**src/rtl/ctrl_fsm_if.sv**
```systemverilog
// ----------------------------------------------------------------------------
// ctrl_fsm_if
// Groups everything between the multi-cycle control unit and the 16-bit
// datapath into one bundle.
//   master modport : control unit side (consumes en/im_out/zero, drives controls)
//   slave  modport : datapath / environment side
// Signals:
//   en          run enable, looked at only while fetching
//   im_out[15:0] instruction word from instruction memory
//   zero        ALU zero flag
//   op[3:0]     ALU operation
//   sIn1_Alu, sIn2_Alu, sWn_Rf, sWd_Rf, sRn2_Rf, sIn0_Mux, sIn_Pc, sExt10
//               datapath mux selects
//   wrf, wdm, store  register-file write, data-memory write, PC write
//   instr_done  one-cycle pulse in the last state of each instruction
//   halted      illegal-instruction halt flag
// ----------------------------------------------------------------------------
interface ctrl_fsm_if;
  logic        en;
  logic [15:0] im_out;
  logic        zero;
  logic [3:0]  op;
  logic        sIn1_Alu;
  logic        sIn2_Alu;
  logic        sWn_Rf;
  logic        sWd_Rf;
  logic        sRn2_Rf;
  logic        sIn0_Mux;
  logic        sIn_Pc;
  logic        sExt10;
  logic        wrf;
  logic        wdm;
  logic        store;
  logic        instr_done;
  logic        halted;

  modport master (
    input  en, im_out, zero,
    output op, sIn1_Alu, sIn2_Alu, sWn_Rf, sWd_Rf, sRn2_Rf, sIn0_Mux,
           sIn_Pc, sExt10, wrf, wdm, store, instr_done, halted
  );

  modport slave (
    output en, im_out, zero,
    input  op, sIn1_Alu, sIn2_Alu, sWn_Rf, sWd_Rf, sRn2_Rf, sIn0_Mux,
           sIn_Pc, sExt10, wrf, wdm, store, instr_done, halted
  );
endinterface

```
**src/rtl/ctrl_fsm.sv**
```systemverilog
// ----------------------------------------------------------------------------
// ctrl_fsm
// Multi-cycle control unit for the 16-bit datapath. Each instruction walks
// FETCH -> EXEC -> (MEM, loads/stores only) -> WB -> FETCH so that the
// register-file write, data-memory write and PC write each pulse exactly
// once per instruction. All outputs are Moore-decoded from state + IR; the
// only exception is the branch-taken select, which follows the ALU zero
// flag combinationally while in WB.
// Ports:
//   clk   rising-edge clock
//   rst   asynchronous, active-low reset
//   bus   ctrl_fsm_if.master (en, im_out, zero in; all datapath controls out)
// Build option:
//   CTRL_ILLEGAL_HALT_EN  when defined, an illegal opcode parks the FSM in a
//                         HALT state (halted=1) until reset; otherwise the
//                         illegal opcode runs as a NOP and halted is 0.
// ----------------------------------------------------------------------------
module ctrl_fsm #(
  parameter logic [3:0] ALU_ADD = 4'h0,
  parameter logic [3:0] ALU_SUB = 4'h1,
  parameter logic [3:0] ALU_OR  = 4'h3
) (
  input  logic       clk,
  input  logic       rst,
  ctrl_fsm_if.master bus
);

  localparam logic [2:0] S_FETCH = 3'd0;
  localparam logic [2:0] S_EXEC  = 3'd1;
  localparam logic [2:0] S_MEM   = 3'd2;
  localparam logic [2:0] S_WB    = 3'd3;
`ifdef CTRL_ILLEGAL_HALT_EN
  localparam logic [2:0] S_HALT  = 3'd4;
`endif

  localparam logic [5:0] OPC_AR   = 6'h00;
  localparam logic [5:0] OPC_ADDI = 6'h01;
  localparam logic [5:0] OPC_ORI  = 6'h02;
  localparam logic [5:0] OPC_BEQ  = 6'h03;
  localparam logic [5:0] OPC_BNE  = 6'h04;
  localparam logic [5:0] OPC_LW   = 6'h05;
  localparam logic [5:0] OPC_SW   = 6'h06;
  localparam logic [5:0] OPC_J    = 6'h07;

  logic [2:0]  r_state;
  logic [15:0] r_ir;

  logic [5:0]  w_opc;
  logic        w_isMem;
  logic        w_active;
  logic        w_inWb;
  logic        w_unused;

  logic [3:0]  w_op;
  logic        w_sIn1;
  logic        w_sIn2;
  logic        w_sWn;
  logic        w_sWd;
  logic        w_sRn2;
  logic        w_sIn0;
  logic        w_sInPc;
  logic        w_sExt10;
  logic        w_wrf;
  logic        w_wdm;
  logic        w_halted;

  assign w_opc    = r_ir[15:10];
  assign w_isMem  = (w_opc == OPC_LW) || (w_opc == OPC_SW);
  assign w_active = (r_state == S_EXEC) || (r_state == S_MEM) || (r_state == S_WB);
  assign w_inWb   = (r_state == S_WB);
  // Register-field bits belong to the datapath; the controller never decodes them.
  assign w_unused = ^r_ir[9:4];

`ifdef CTRL_ILLEGAL_HALT_EN
  logic w_illegal;
  assign w_illegal = (w_opc > OPC_J);
`endif

  // The IR is captured only on the FETCH->EXEC edge so decode stays stable
  // for the whole instruction even if instruction memory moves on.
  always_ff @(posedge clk or negedge rst) begin
    if (!rst) begin
      r_state <= S_FETCH;
      r_ir    <= 16'h0000;
    end else begin
      case (r_state)
        S_FETCH: begin
          if (bus.en) begin
            r_ir    <= bus.im_out;
            r_state <= S_EXEC;
          end
        end
        S_EXEC: begin
`ifdef CTRL_ILLEGAL_HALT_EN
          if (w_illegal)
            r_state <= S_HALT;
          else
`endif
            r_state <= w_isMem ? S_MEM : S_WB;
        end
        S_MEM:   r_state <= S_WB;
        S_WB:    r_state <= S_FETCH;
`ifdef CTRL_ILLEGAL_HALT_EN
        S_HALT:  r_state <= S_HALT;
`endif
        default: r_state <= S_FETCH;
      endcase
    end
  end

  // Selects are held for the whole EXEC..WB window; in FETCH (and HALT)
  // everything rests at 0. Illegal opcodes fall through with all selects 0.
  always_comb begin
    w_op     = 4'h0;
    w_sIn1   = 1'b0;
    w_sIn2   = 1'b0;
    w_sWn    = 1'b0;
    w_sWd    = 1'b0;
    w_sRn2   = 1'b0;
    w_sInPc  = 1'b0;
    w_sExt10 = 1'b0;
    if (w_active) begin
      case (w_opc)
        OPC_AR: begin
          w_op  = r_ir[3:0];
          w_sWn = 1'b1;
        end
        OPC_ADDI: begin
          w_op     = ALU_ADD;
          w_sExt10 = 1'b1;
          w_sIn2   = 1'b1;
          w_sWn    = 1'b1;
        end
        OPC_ORI: begin
          w_op   = ALU_OR;
          w_sIn2 = 1'b1;
          w_sWn  = 1'b1;
        end
        OPC_BEQ, OPC_BNE: begin
          w_op     = ALU_SUB;
          w_sRn2   = 1'b1;
          w_sExt10 = 1'b1;
        end
        OPC_LW: begin
          w_op     = ALU_ADD;
          w_sExt10 = 1'b1;
          w_sIn2   = 1'b1;
          w_sWn    = 1'b1;
          w_sWd    = 1'b1;
        end
        OPC_SW: begin
          w_op     = ALU_ADD;
          w_sExt10 = 1'b1;
          w_sIn2   = 1'b1;
          w_sRn2   = 1'b1;
        end
        OPC_J: begin
          w_sInPc = 1'b1;
        end
        default: ;
      endcase
    end
  end

  // Strobes: write-back only in WB, memory write only in MEM of a store.
  // The branch select follows the live zero flag while in WB.
  always_comb begin
    w_wrf  = 1'b0;
    w_wdm  = 1'b0;
    w_sIn0 = 1'b0;
    if (w_inWb) begin
      w_wrf  = (w_opc == OPC_AR) || (w_opc == OPC_ADDI) ||
               (w_opc == OPC_ORI) || (w_opc == OPC_LW);
      w_sIn0 = ((w_opc == OPC_BEQ) && bus.zero) ||
               ((w_opc == OPC_BNE) && !bus.zero);
    end
    if (r_state == S_MEM)
      w_wdm = (w_opc == OPC_SW);
  end

`ifdef CTRL_ILLEGAL_HALT_EN
  assign w_halted = (r_state == S_HALT);
`else
  assign w_halted = 1'b0;
`endif

  assign bus.op         = w_op;
  assign bus.sIn1_Alu   = w_sIn1;
  assign bus.sIn2_Alu   = w_sIn2;
  assign bus.sWn_Rf     = w_sWn;
  assign bus.sWd_Rf     = w_sWd;
  assign bus.sRn2_Rf    = w_sRn2;
  assign bus.sIn0_Mux   = w_sIn0;
  assign bus.sIn_Pc     = w_sInPc;
  assign bus.sExt10     = w_sExt10;
  assign bus.wrf        = w_wrf;
  assign bus.wdm        = w_wdm;
  assign bus.store      = w_inWb;
  assign bus.instr_done = w_inWb;
  assign bus.halted     = w_halted;

endmodule
```
**src/flat_wrapper.sv**
```systemverilog
// flat-port wrapper written by rule: the top's interface ports become plain ports
module ctrl_fsm_flat 
#(
  parameter logic [3:0] ALU_ADD = 4'h0,
  parameter logic [3:0] ALU_SUB = 4'h1,
  parameter logic [3:0] ALU_OR  = 4'h3
)
  (clk, rst, bus_en, bus_im_out, bus_zero, bus_op, bus_sIn1_Alu, bus_sIn2_Alu, bus_sWn_Rf, bus_sWd_Rf, bus_sRn2_Rf, bus_sIn0_Mux, bus_sIn_Pc, bus_sExt10, bus_wrf, bus_wdm, bus_store, bus_instr_done, bus_halted);
  ctrl_fsm_if bus_i ();
  input  logic clk;
  input  logic rst;
  input wire logic [$bits(bus_i.en)-1:0] bus_en;
  input wire logic [$bits(bus_i.im_out)-1:0] bus_im_out;
  input wire logic [$bits(bus_i.zero)-1:0] bus_zero;
  output wire logic [$bits(bus_i.op)-1:0] bus_op;
  output wire logic [$bits(bus_i.sIn1_Alu)-1:0] bus_sIn1_Alu;
  output wire logic [$bits(bus_i.sIn2_Alu)-1:0] bus_sIn2_Alu;
  output wire logic [$bits(bus_i.sWn_Rf)-1:0] bus_sWn_Rf;
  output wire logic [$bits(bus_i.sWd_Rf)-1:0] bus_sWd_Rf;
  output wire logic [$bits(bus_i.sRn2_Rf)-1:0] bus_sRn2_Rf;
  output wire logic [$bits(bus_i.sIn0_Mux)-1:0] bus_sIn0_Mux;
  output wire logic [$bits(bus_i.sIn_Pc)-1:0] bus_sIn_Pc;
  output wire logic [$bits(bus_i.sExt10)-1:0] bus_sExt10;
  output wire logic [$bits(bus_i.wrf)-1:0] bus_wrf;
  output wire logic [$bits(bus_i.wdm)-1:0] bus_wdm;
  output wire logic [$bits(bus_i.store)-1:0] bus_store;
  output wire logic [$bits(bus_i.instr_done)-1:0] bus_instr_done;
  output wire logic [$bits(bus_i.halted)-1:0] bus_halted;
  assign bus_i.en = bus_en;
  assign bus_i.im_out = bus_im_out;
  assign bus_i.zero = bus_zero;
  assign bus_op = bus_i.op;
  assign bus_sIn1_Alu = bus_i.sIn1_Alu;
  assign bus_sIn2_Alu = bus_i.sIn2_Alu;
  assign bus_sWn_Rf = bus_i.sWn_Rf;
  assign bus_sWd_Rf = bus_i.sWd_Rf;
  assign bus_sRn2_Rf = bus_i.sRn2_Rf;
  assign bus_sIn0_Mux = bus_i.sIn0_Mux;
  assign bus_sIn_Pc = bus_i.sIn_Pc;
  assign bus_sExt10 = bus_i.sExt10;
  assign bus_wrf = bus_i.wrf;
  assign bus_wdm = bus_i.wdm;
  assign bus_store = bus_i.store;
  assign bus_instr_done = bus_i.instr_done;
  assign bus_halted = bus_i.halted;
  ctrl_fsm #(.ALU_ADD(ALU_ADD), .ALU_SUB(ALU_SUB), .ALU_OR(ALU_OR)) u_core (.clk(clk), .rst(rst), .bus(bus_i));
endmodule
```
**config.mk**
```make
export PLATFORM = sky130hd
export DESIGN_NAME = ctrl_fsm_flat
export DESIGN_NICKNAME = d
export VERILOG_FILES = /design/src/rtl/ctrl_fsm_if.sv /design/src/rtl/ctrl_fsm.sv /design/src/flat_wrapper.sv
export SDC_FILE = /design/constraint.sdc
export NUM_CORES = 1
export LEC_CHECK = 0
export ABC_AREA = 1
export CORE_MARGIN = 1
export CORE_UTILIZATION = 25
export DETAILED_ROUTE_END_ITERATION = 8
export PLACE_DENSITY = 0.64
export SLEW_MARGIN = 20
export SYNTH_ARGS = -nofsm -noshare
export SYNTH_HDL_FRONTEND = slang
export SYNTH_SLANG_ARGS = --single-unit
```
**constraint.sdc**
```tcl
create_clock -name clk -period 1.7 [get_ports clk]
set_clock_uncertainty 0.05 [all_clocks]
set_input_delay 0.51 -clock clk [delete_from_list [all_inputs] [get_ports clk]]
set_output_delay 0.51 -clock clk [all_outputs]
set_load 0.1 [all_outputs]
```
* After elaboration in Yosys (flattened, before gate mapping)
Index checks and enable logic that the tools add are counted.
** Operators by class
- Equal/unequal tests :: 11
- Multiplexer cells :: 20
- Reduce and logical (&&, ||, !) cells :: 18
** Operators with widths (count)
- 6-bit by 3-bit == test with 1-bit output (second input constant) :: 4
- 1-bit two-way mux :: 16
- 6-bit by 2-bit == test with 1-bit output (second input constant) :: 2
- 4-bit case mux with 3 select lines :: 1
- 3-bit case mux with 3 select lines :: 1
- 4-bit OR reduction :: 2
- 1-bit logical OR :: 7
- 3-bit by 2-bit == test with 1-bit output (second input constant) :: 2
- 6-bit by 1-bit == test with 1-bit output (second input constant) :: 1
- 6-bit logical NOT :: 1
- 5-bit OR reduction :: 1
- 4-bit two-way mux :: 1
- 3-bit by 1-bit == test with 1-bit output (second input constant) :: 1
- 3-bit logical NOT :: 1
- 3-bit two-way mux :: 1
- 3-bit OR reduction :: 1
- 1-bit logical AND :: 2
- 2-bit inequality test (second input constant) :: 1
- 2-bit AND reduction :: 1
- 2-bit OR reduction :: 1
- 1-bit logical NOT :: 1
** Storage, ports and cells
- Bits in registers :: 19
- Input bits :: 20
- Output and inout bits :: 17
- Word-level logic and storage cells :: 51

* Longest topological paths before layout
Gate-level depths: netlist (run 1).
- Depth in word-level cells :: 5
- Mapped depth :: 8
- Gate-level depth less buffers :: 8

* Least setup slack after synthesis (run 1)
Ideal clock, no wire load.
- Path kind :: register to output
- Start point :: register u_core.r_state[0]
- End point :: output port bus_sIn0_Mux
- Arrival :: 2.885 ns
- Required time :: 1.140 ns
- Setup slack :: -1.745 ns
- Cell stages (with the launch flop) :: 4
- Buffers on the path :: 0
- Path through :: dfrtp_1 -> ha_1 -> o21ai_1 -> a21oi_1
** On the way
- Word-level cells in the longest chain between the ends :: 2
** RTL lines
- start, declared :: RTL line ctrl_fsm.sv:45 : logic [2:0] r_state;
- start signal, assigned :: RTL line ctrl_fsm.sv:99 : r_state <= w_isMem ? S_MEM : S_WB;
- 3-bit by 2-bit == test with 1-bit output :: RTL line ctrl_fsm.sv:70 : assign w_inWb = (r_state == S_WB);
- named net bus_instr_done :: RTL line flat_wrapper.sv:27 : output wire logic [$bits(bus_i.instr_done)-1:0] bus_instr_done;
- 1-bit two-way mux :: RTL line ctrl_fsm.sv:171 : if (w_inWb) begin
- end, declared :: RTL line flat_wrapper.sv:21 : output wire logic [$bits(bus_i.sIn0_Mux)-1:0] bus_sIn0_Mux;
The timed path passes the listed nets, and every way through them passes these cells.

* Worst setup path after layout (run 1)
- Start point :: register u_core.r_ir[14]
- End point :: output port bus_sExt10
** On the way
- Word-level cells in the longest chain between the ends :: 4
- Elaborated cells on any way between the ends :: 8
- Those cells by class :: eq/ne (5); mux (2); reduce/logical (1)
** RTL lines
- start, declared :: RTL line ctrl_fsm.sv:46 : logic [15:0] r_ir;
- start signal, assigned :: RTL line ctrl_fsm.sv:89 : r_ir <= bus.im_out;
- 6-bit by 3-bit == test with 1-bit output, or another cell as far along :: RTL line ctrl_fsm.sv:123 : case (w_opc)
- 5-bit OR reduction (no line) *
- 1-bit two-way mux * :: RTL line ctrl_fsm.sv:123
- 1-bit two-way mux * :: RTL line ctrl_fsm.sv:122 : if (w_active) begin
- end, declared :: RTL line flat_wrapper.sv:23 : output wire logic [$bits(bus_i.sExt10)-1:0] bus_sExt10;
Mark *: on every way between the ends. The rest lies on a longest branch, timed or not.

==> results_dict.tcl, run 1 <==
set metrics [dict create \
    vias_per_cell 4.30 \
    wl_met3_microns 90 \
    cp.required_ps 1140 \
    setup.worst_path.class "reg -> out" \
    gp_congestion 0.759 \
    crit_path_max_incr_delay_ps 420 \
    syn_avg_cell_area_sq_um 7.24 \
    n_fill_cell 274 \
    layout_commonest_cell "buf_4" \
    synth_compound_area_share_pct 11.4 \
    crit_path_max_fanout 4 \
    fmax_mhz 471 \
    final_core_util_pct 59.7 \
    period_needed_ps 2130 \
    synthXorXnorAreaFrac_pct 0 \
    vias 938 \
    setup_viol 15 \
    wl_met2_mm 1.49 \
    grt_overflow 0 \
    drc_errors 0 \
    drt_iter0_markers 14 \
    wl_met1_microns 942 \
    antenna_found_initial 0 \
    hpwl_mm 1.81 \
    layout_common_cells "buf_4, buf_12, nor2_1, clkdlybuf4s50_1, nor2_4" \
    avgRoutedWirePerCell_microns 11.6 \
    synthSimpleGateAreaFrac_pct 29.7 \
    die_w_microns 59.5 \
    nNetsFinal 200 \
    cts_tree "built" \
    fin_ws_ps -425 \
    synthDistinctLibCells 20 \
    crit_top_cell "nand2_2" \
    drv_slew 0 \
    maxCapViolCount 0 \
    clock-root-buffer "clkbuf_4" \
    coreArea_sq_mm 0.00310 \
    min_path_type "in -> async" \
    ir_drop_v 0.000611 \
    start_kind "register" \
    io_pins 37 \
    final-hold-violation-count 0 \
    synth.area.mux_share_pct 1.36 \
    initial_core_util_pct 26.6 \
    io_buffers 28 \
    dp_slack_ps -289 \
    yosys.area_share.adder_pct 7.58 \
    fin_crit_sh_pct 125 \
    maxUsedRoutingLayer "met4" \
    crit_slowest_cell "dfrtp_1" \
    grt_max_degree 19 \
    synth_top_family_by_area "simple AND/OR/NAND/NOR gates" \
    ant_nets 0 \
    clk_pin_slew_worst_paths_ps 80 \
    end_kind "primary output" \
    diodes 0 \
    fp.dieH_microns 59.5 \
    leakagePower_nw 0.787 \
    ctsHoldBuffers 0 \
    clock-sinks 12 \
    clk-insertion-delay-late_ps 270 \
    hold_slack_ps 483 \
    grt_pass1_vias 1024 \
    yosysWarnings 0 \
    num_rows 20 \
    synth_area_sq_um 826 \
    drive_gt1_share_pct 63.2 \
    path_cells "inv_2 > nand2_2 > nor2_4 > nand2_2 > nand2_2 > nor2_2 > nor2_4 > buf_12" \
    grt_pass1_wl_mm 4.33 \
    wl_mm 2.53 \
    violations "negative setup slack" \
    synth_cells 114 \
    fin_setup_tns_ps -5040 \
    areaGrowthSynthToFinish_pct 124 \
    p_per_area_mw_per_mm2 1430 \
    cp.arrival_ps 1570 \
    cts_buffers 3 \
    h-tree-depth 1 \
    status "complete, but fails checks" \
    first_pass_iters 3 \
    clockBufferDepth 2 \
    rsz0062_at_grt "true" \
    gr-usage-all-layers_pct 16.3 \
    ys_ff_latch 12 \
    dieArea_sq_mm 0.00354 \
    ys_seq_area_share_pct 36.4 \
]
## layout make-up
| class | count | area [sq um] | share of cell area (%) |
|---|---|---|---|
| Timing Repair Buffer | 60 | 718 | 38.8 |
| Multi-Input combinational cell | 80 | 673 | 36.4 |
| Sequential cell | 12 | 303 | 16.4 |
| Inverter | 18 | 76.3 | 4.12 |
| Tap cell | 44 | 55.1 | 2.97 |
| Clock buffer | 4 | 26.3 | 1.42 |
## metal layers
| layer | up-vias | track usage, % |
|---|---|---|
| met3 | 2 | 1.97 |
| met2 | 22 | 32.6 |
| li1 | 471 | - |
| met1 | 443 | 16.7 |
| met5 | - | 0 |
| met4 | 0 | 6.46 |
## stage by stage
step                      cell area (sq um)  cells  power [mW]
after floorplan                        1010    115        1.58
after global placement                 1650    206        2.14
after CTS                              1810    217        2.59
after detailed placement               1650    206        2.20
final                                  1850    218        2.65
after global routing                   1850    218        2.84
## worst max-delay path, delay by kind of cell (launching register included)
| family | cells | cell delay [ps] |
|---|---|---|
| buffers and inverters | 2 | 260 |
| DFF | 1 | 420 |
| and+or+nand+nor | 6 | 630 |
## cell usage after synthesis
cell type / number / area [sq um]
nand2_2: 2 / 12.5
a31oi_1: 1 / 6.26
mux2_2: 1 / 11.3
nand3_1: 3 / 15.0
ha_1: 5 / 62.6
nor2_1: 23 / 86.3
a21oi_1: 12 / 60.1
conb_1: 1 / 3.75
o21ai_2: 2 / 17.5
buf_6: 1 / 11.3
nand2_1: 15 / 56.3
nor2_2: 7 / 43.8
and3_1: 1 / 6.26
inv_2: 7 / 26.3
buf_4: 4 / 30.0
inv_1: 11 / 41.3
nand3_2: 1 / 10.0
o21ai_1: 2 / 10.0
dfrtp_1: 12 / 300
nor3_1: 3 / 15.0
## final timing paths
kind,depth (start not counted),endpoint,from,slack (ps)
worst max register to register,8,u_core.r_state[0]$_DFFE_PN0P_,u_core.r_state[0]$_DFFE_PN0P_,180
worst max-delay path,8,bus_sExt10,u_core.r_ir[14]$_DFFE_PN0P_,-430
min in group clk,2,u_core.r_ir[0]$_DFFE_PN0P_,u_core.r_ir[0]$_DFFE_PN0P_,490
worst min register to register,2,u_core.r_ir[0]$_DFFE_PN0P_,u_core.r_ir[0]$_DFFE_PN0P_,490
worst min-delay path,2,u_core.r_state[0]$_DFFE_PN0P_,rst,480
max in group asynchronous,2,u_core.r_ir[11]$_DFFE_PN0P_,rst,940
## sequential cells by signal (all words and copies together), names as in the netlist
signal,cells
u_core.r_ir,10
u_core.r_state,2
## cell families after synthesis
group                      Yosys count
adders and majority gates            5
muxes                                1
other                                1
and+or+nand+nor                     55
buffers and inverters               23
AOI/OAI and AO/OA                   17
DFF                                 12
## power by group
group / leakage [nW] / switching, mW / internal [mW]
clock network: 0.0150 / 0.0904 / 0.0907
registers: 0.130 / 0.147 / 0.427
logic: 0.642 / 1.06 / 0.835
## what timing repair did
action | 4_1_cts | 5_1_grt
setup buffers | 7 | 1
pin swaps | 16 | 11
gates resized for setup | 22 | 8
cloned | 0 | 0
setup endpoints to repair | 15 | 15
Power figures use the tool's default switching activity.
==> run 2, diff against run 1 <==
--- a/config.mk
+++ b/config.mk
@@ -10,7 +10,7 @@
 export CORE_UTILIZATION = 25
 export DETAILED_ROUTE_END_ITERATION = 8
 export PLACE_DENSITY = 0.64
-export SLEW_MARGIN = 20
+export SLEW_MARGIN = 15
 export SYNTH_ARGS = -nofsm -noshare
 export SYNTH_HDL_FRONTEND = slang
 export SYNTH_SLANG_ARGS = --single-unit
==> results of run 2 <==
No change in the layout: final DEF, timing and power equal those of run 1.
==> run 3, diff against run 2 <==
--- a/config.mk
+++ b/config.mk
@@ -9,6 +9,8 @@
 export CORE_MARGIN = 1
 export CORE_UTILIZATION = 25
 export DETAILED_ROUTE_END_ITERATION = 8
+export GPL_TIMING_DRIVEN = 0
+export HOLD_SLACK_MARGIN = 0.12
 export PLACE_DENSITY = 0.64
 export SLEW_MARGIN = 15
 export SYNTH_ARGS = -nofsm -noshare
==> run 3 against run 2 <==
Effect of this change: final cell count increased by 1.8%; via count fell by 0.43%; the run still ends with negative setup slack left; critical endpoint is now bus_sIn2_Alu; highest routed layer unchanged; hold slack better by 6.6 ps; register-to-register slack got worse by 470 ps; setup slack got worse by 19 ps; sequential power grew 3%.
==> results_dict.tcl, run 3 (synthesized netlist as in run 1, its figures left out) <==
set metrics [dict create \
    fin_setup_tns_ps -5720 \
    status "complete, but fails checks" \
    n_fill_cell 275 \
    pwr-share-clk_pct 7.8 \
    wl_met2_mm 1.41 \
    clock-root-buffer "clkbuf_4" \
    setup.worst_path.class "reg -> out" \
    io_buffers 28 \
    drive_gt1_share_pct 66.9 \
    final-hold-violation-count 0 \
    grt_pass1_vias 1020 \
    min_path_type "reg -> reg" \
    grt_overflow 0 \
    leakagePower_nw 0.852 \
    first_pass_iters 4 \
    min-delay-start "u_core.r_ir[0]$_DFFE_PN0P_" \
    placed_cell_area_sq_mm 0.00135 \
    clk-insertion-delay-late_ps 270 \
    diodes 0 \
    wl_met3_microns 82 \
    ant_nets 0 \
    dp.cells 187 \
    reg.largest.list "u_core.r_ir: 10 flops, u_core.r_state: 2 flops" \
    layout_common_cells "buf_4, buf_12, nor2_1, clkdlybuf4s50_1, nor2_4" \
    gp_congestion 0.752 \
    grt_max_degree 13 \
    p_comb_share_pct 71.6 \
    nNetsFinal 204 \
    seq_power_share_pct 20.6 \
    cp.arrival_ps 1580 \
    setup_viol 16 \
    rr_startpoint "u_core.r_ir[13]$_DFFE_PN0P_" \
    avgRoutedWirePerCell_microns 11.5 \
    ctsHoldBuffers 0 \
    clockBufferDepth 2 \
    internal_power_mw 1.52 \
    largest_reg_flops 10 \
    finalNonFillerCells 222 \
    maxUsedRoutingLayer "met4" \
    io_pins 37 \
    die_w_microns 59.5 \
    clock-sinks 12 \
    ir_drop_v 0.000604 \
    layout_commonest_cell "buf_4" \
    p_per_area_mw_per_mm2 1500 \
    largest_register "u_core.r_ir" \
    dieArea_sq_mm 0.00354 \
    tightest_slew_ps 521 \
    violations "negative setup slack" \
    period_needed_ps 2140 \
    drc_errors 0 \
    rsz0062_at_grt "true" \
    start_kind "register" \
    maxCapViolCount 0 \
    drv_slew 0 \
    antenna_found_initial 0 \
    design_power_total_mw 2.86 \
    crit_path_max_fanout 4 \
    coreArea_sq_mm 0.00310 \
    num_rows 20 \
    switching_share_pct 47.1 \
    h-tree-depth 1 \
    cts_buffers 3 \
    clk_pin_slew_worst_paths_ps 80 \
    hpwl_mm 1.59 \
    finalInstanceArea_sq_mm 0.00191 \
    end_kind "primary output" \
    vias 934 \
    gr-usage-all-layers_pct 16.5 \
    cp.required_ps 1140 \
    fin_ws_ps -444 \
    final_core_util_pct 61.5 \
    wl_mm 2.54 \
    slew_headroom_pct 65.2 \
    fmax_mhz 466 \
    wl_met1_mm 1.05 \
    drt_iter0_markers 23 \
    fp.dieH_microns 59.5 \
    cts_tree "built" \
    areaGrowthSynthToFinish_pct 131 \
    initial_core_util_pct 26.6 \
    vias_per_cell 4.21 \
    critical_path.startpoint "u_core.r_ir[15]$_DFFE_PN0P_" \
    grt_pass1_wl_mm 4.35 \
    fin_crit_sh_pct 126 \
    p_sw_mw 1.35 \
]
[run 3: changes by cell type in the layout (fill, tap and decap cells not counted), sizes merged]
cell,delta
buf,+4
clkinv,-1
inv,+1
[run 3: critical path, stage by stage, from the launching register on]
cell     delay, ps
dfrtp_1        430
nor2_4         200
nand2_4        100
inv_6           90
nand2_2         80
a31oi_4        220
buf_12         190
[run 3: area by class of cell]
| cell class | instances | area, sq um | share of cell area [%] |
|---|---|---|---|
| multi-input cells | 80 | 681 | 35.6 |
| flip-flops and latches | 12 | 307 | 16.1 |
| well taps | 44 | 55.1 | 2.88 |
| inverters | 18 | 83.8 | 4.39 |
| plain buffers | 5 | 53.8 | 2.82 |
| clock buffers | 4 | 36.3 | 1.90 |
| repair buffers | 59 | 693 | 36.3 |
[run 3: path summary, 6_finish.rpt]
kind	endpoint	slack (ps)	depth (start not counted)
max reg2reg	u_core.r_ir[13]$_DFFE_PN0P_	-290	13
min reg2reg	u_core.r_ir[0]$_DFFE_PN0P_	490	2
max	bus_sIn2_Alu	-440	6
min	u_core.r_ir[0]$_DFFE_PN0P_	490	2
max in group asynchronous	u_core.r_ir[10]$_DFFE_PN0P_	690	1
min in group asynchronous	u_core.r_ir[2]$_DFFE_PN0P_	530	1
[run 3: through the flow]
stage | hold slack, ps | setup slack [ps]
after detailed placement | 470 | -1280
after global routing | 502 | -529
after floorplan | 164 | -441
after CTS | 489 | -421
after global placement | 460 | -1260
final | 490 | -444
[run 3: timing repair]
item                                    in CTS  in global routing
buffers inserted                            29                  5
pin swaps                                   22                  5
resized for setup                          165                 10
endpoints found under the setup margin      15                 16
[run 3: routing by layer]
metal | GRT usage (%) | vias to the layer above
met2 | 32.4 | 24
met4 | 5.10 | 0
li1 | - | 474
met1 | 18.2 | 434
met5 | 0 | -
met3 | 1.53 | 2
[run 3: power groups by stage]
| stage | clock, mW | combinational, mW | sequential, mW |
|---|---|---|---|
| finish | 0.223 | 2.05 | 0.590 |
| global route | 0.251 | 2.21 | 0.603 |
| CTS | 0.235 | 1.97 | 0.579 |
| detailed placement | 0 | 1.24 | 0.572 |
| global placement | 0 | 1.22 | 0.561 |
| floorplan | 0 | 1.04 | 0.548 |
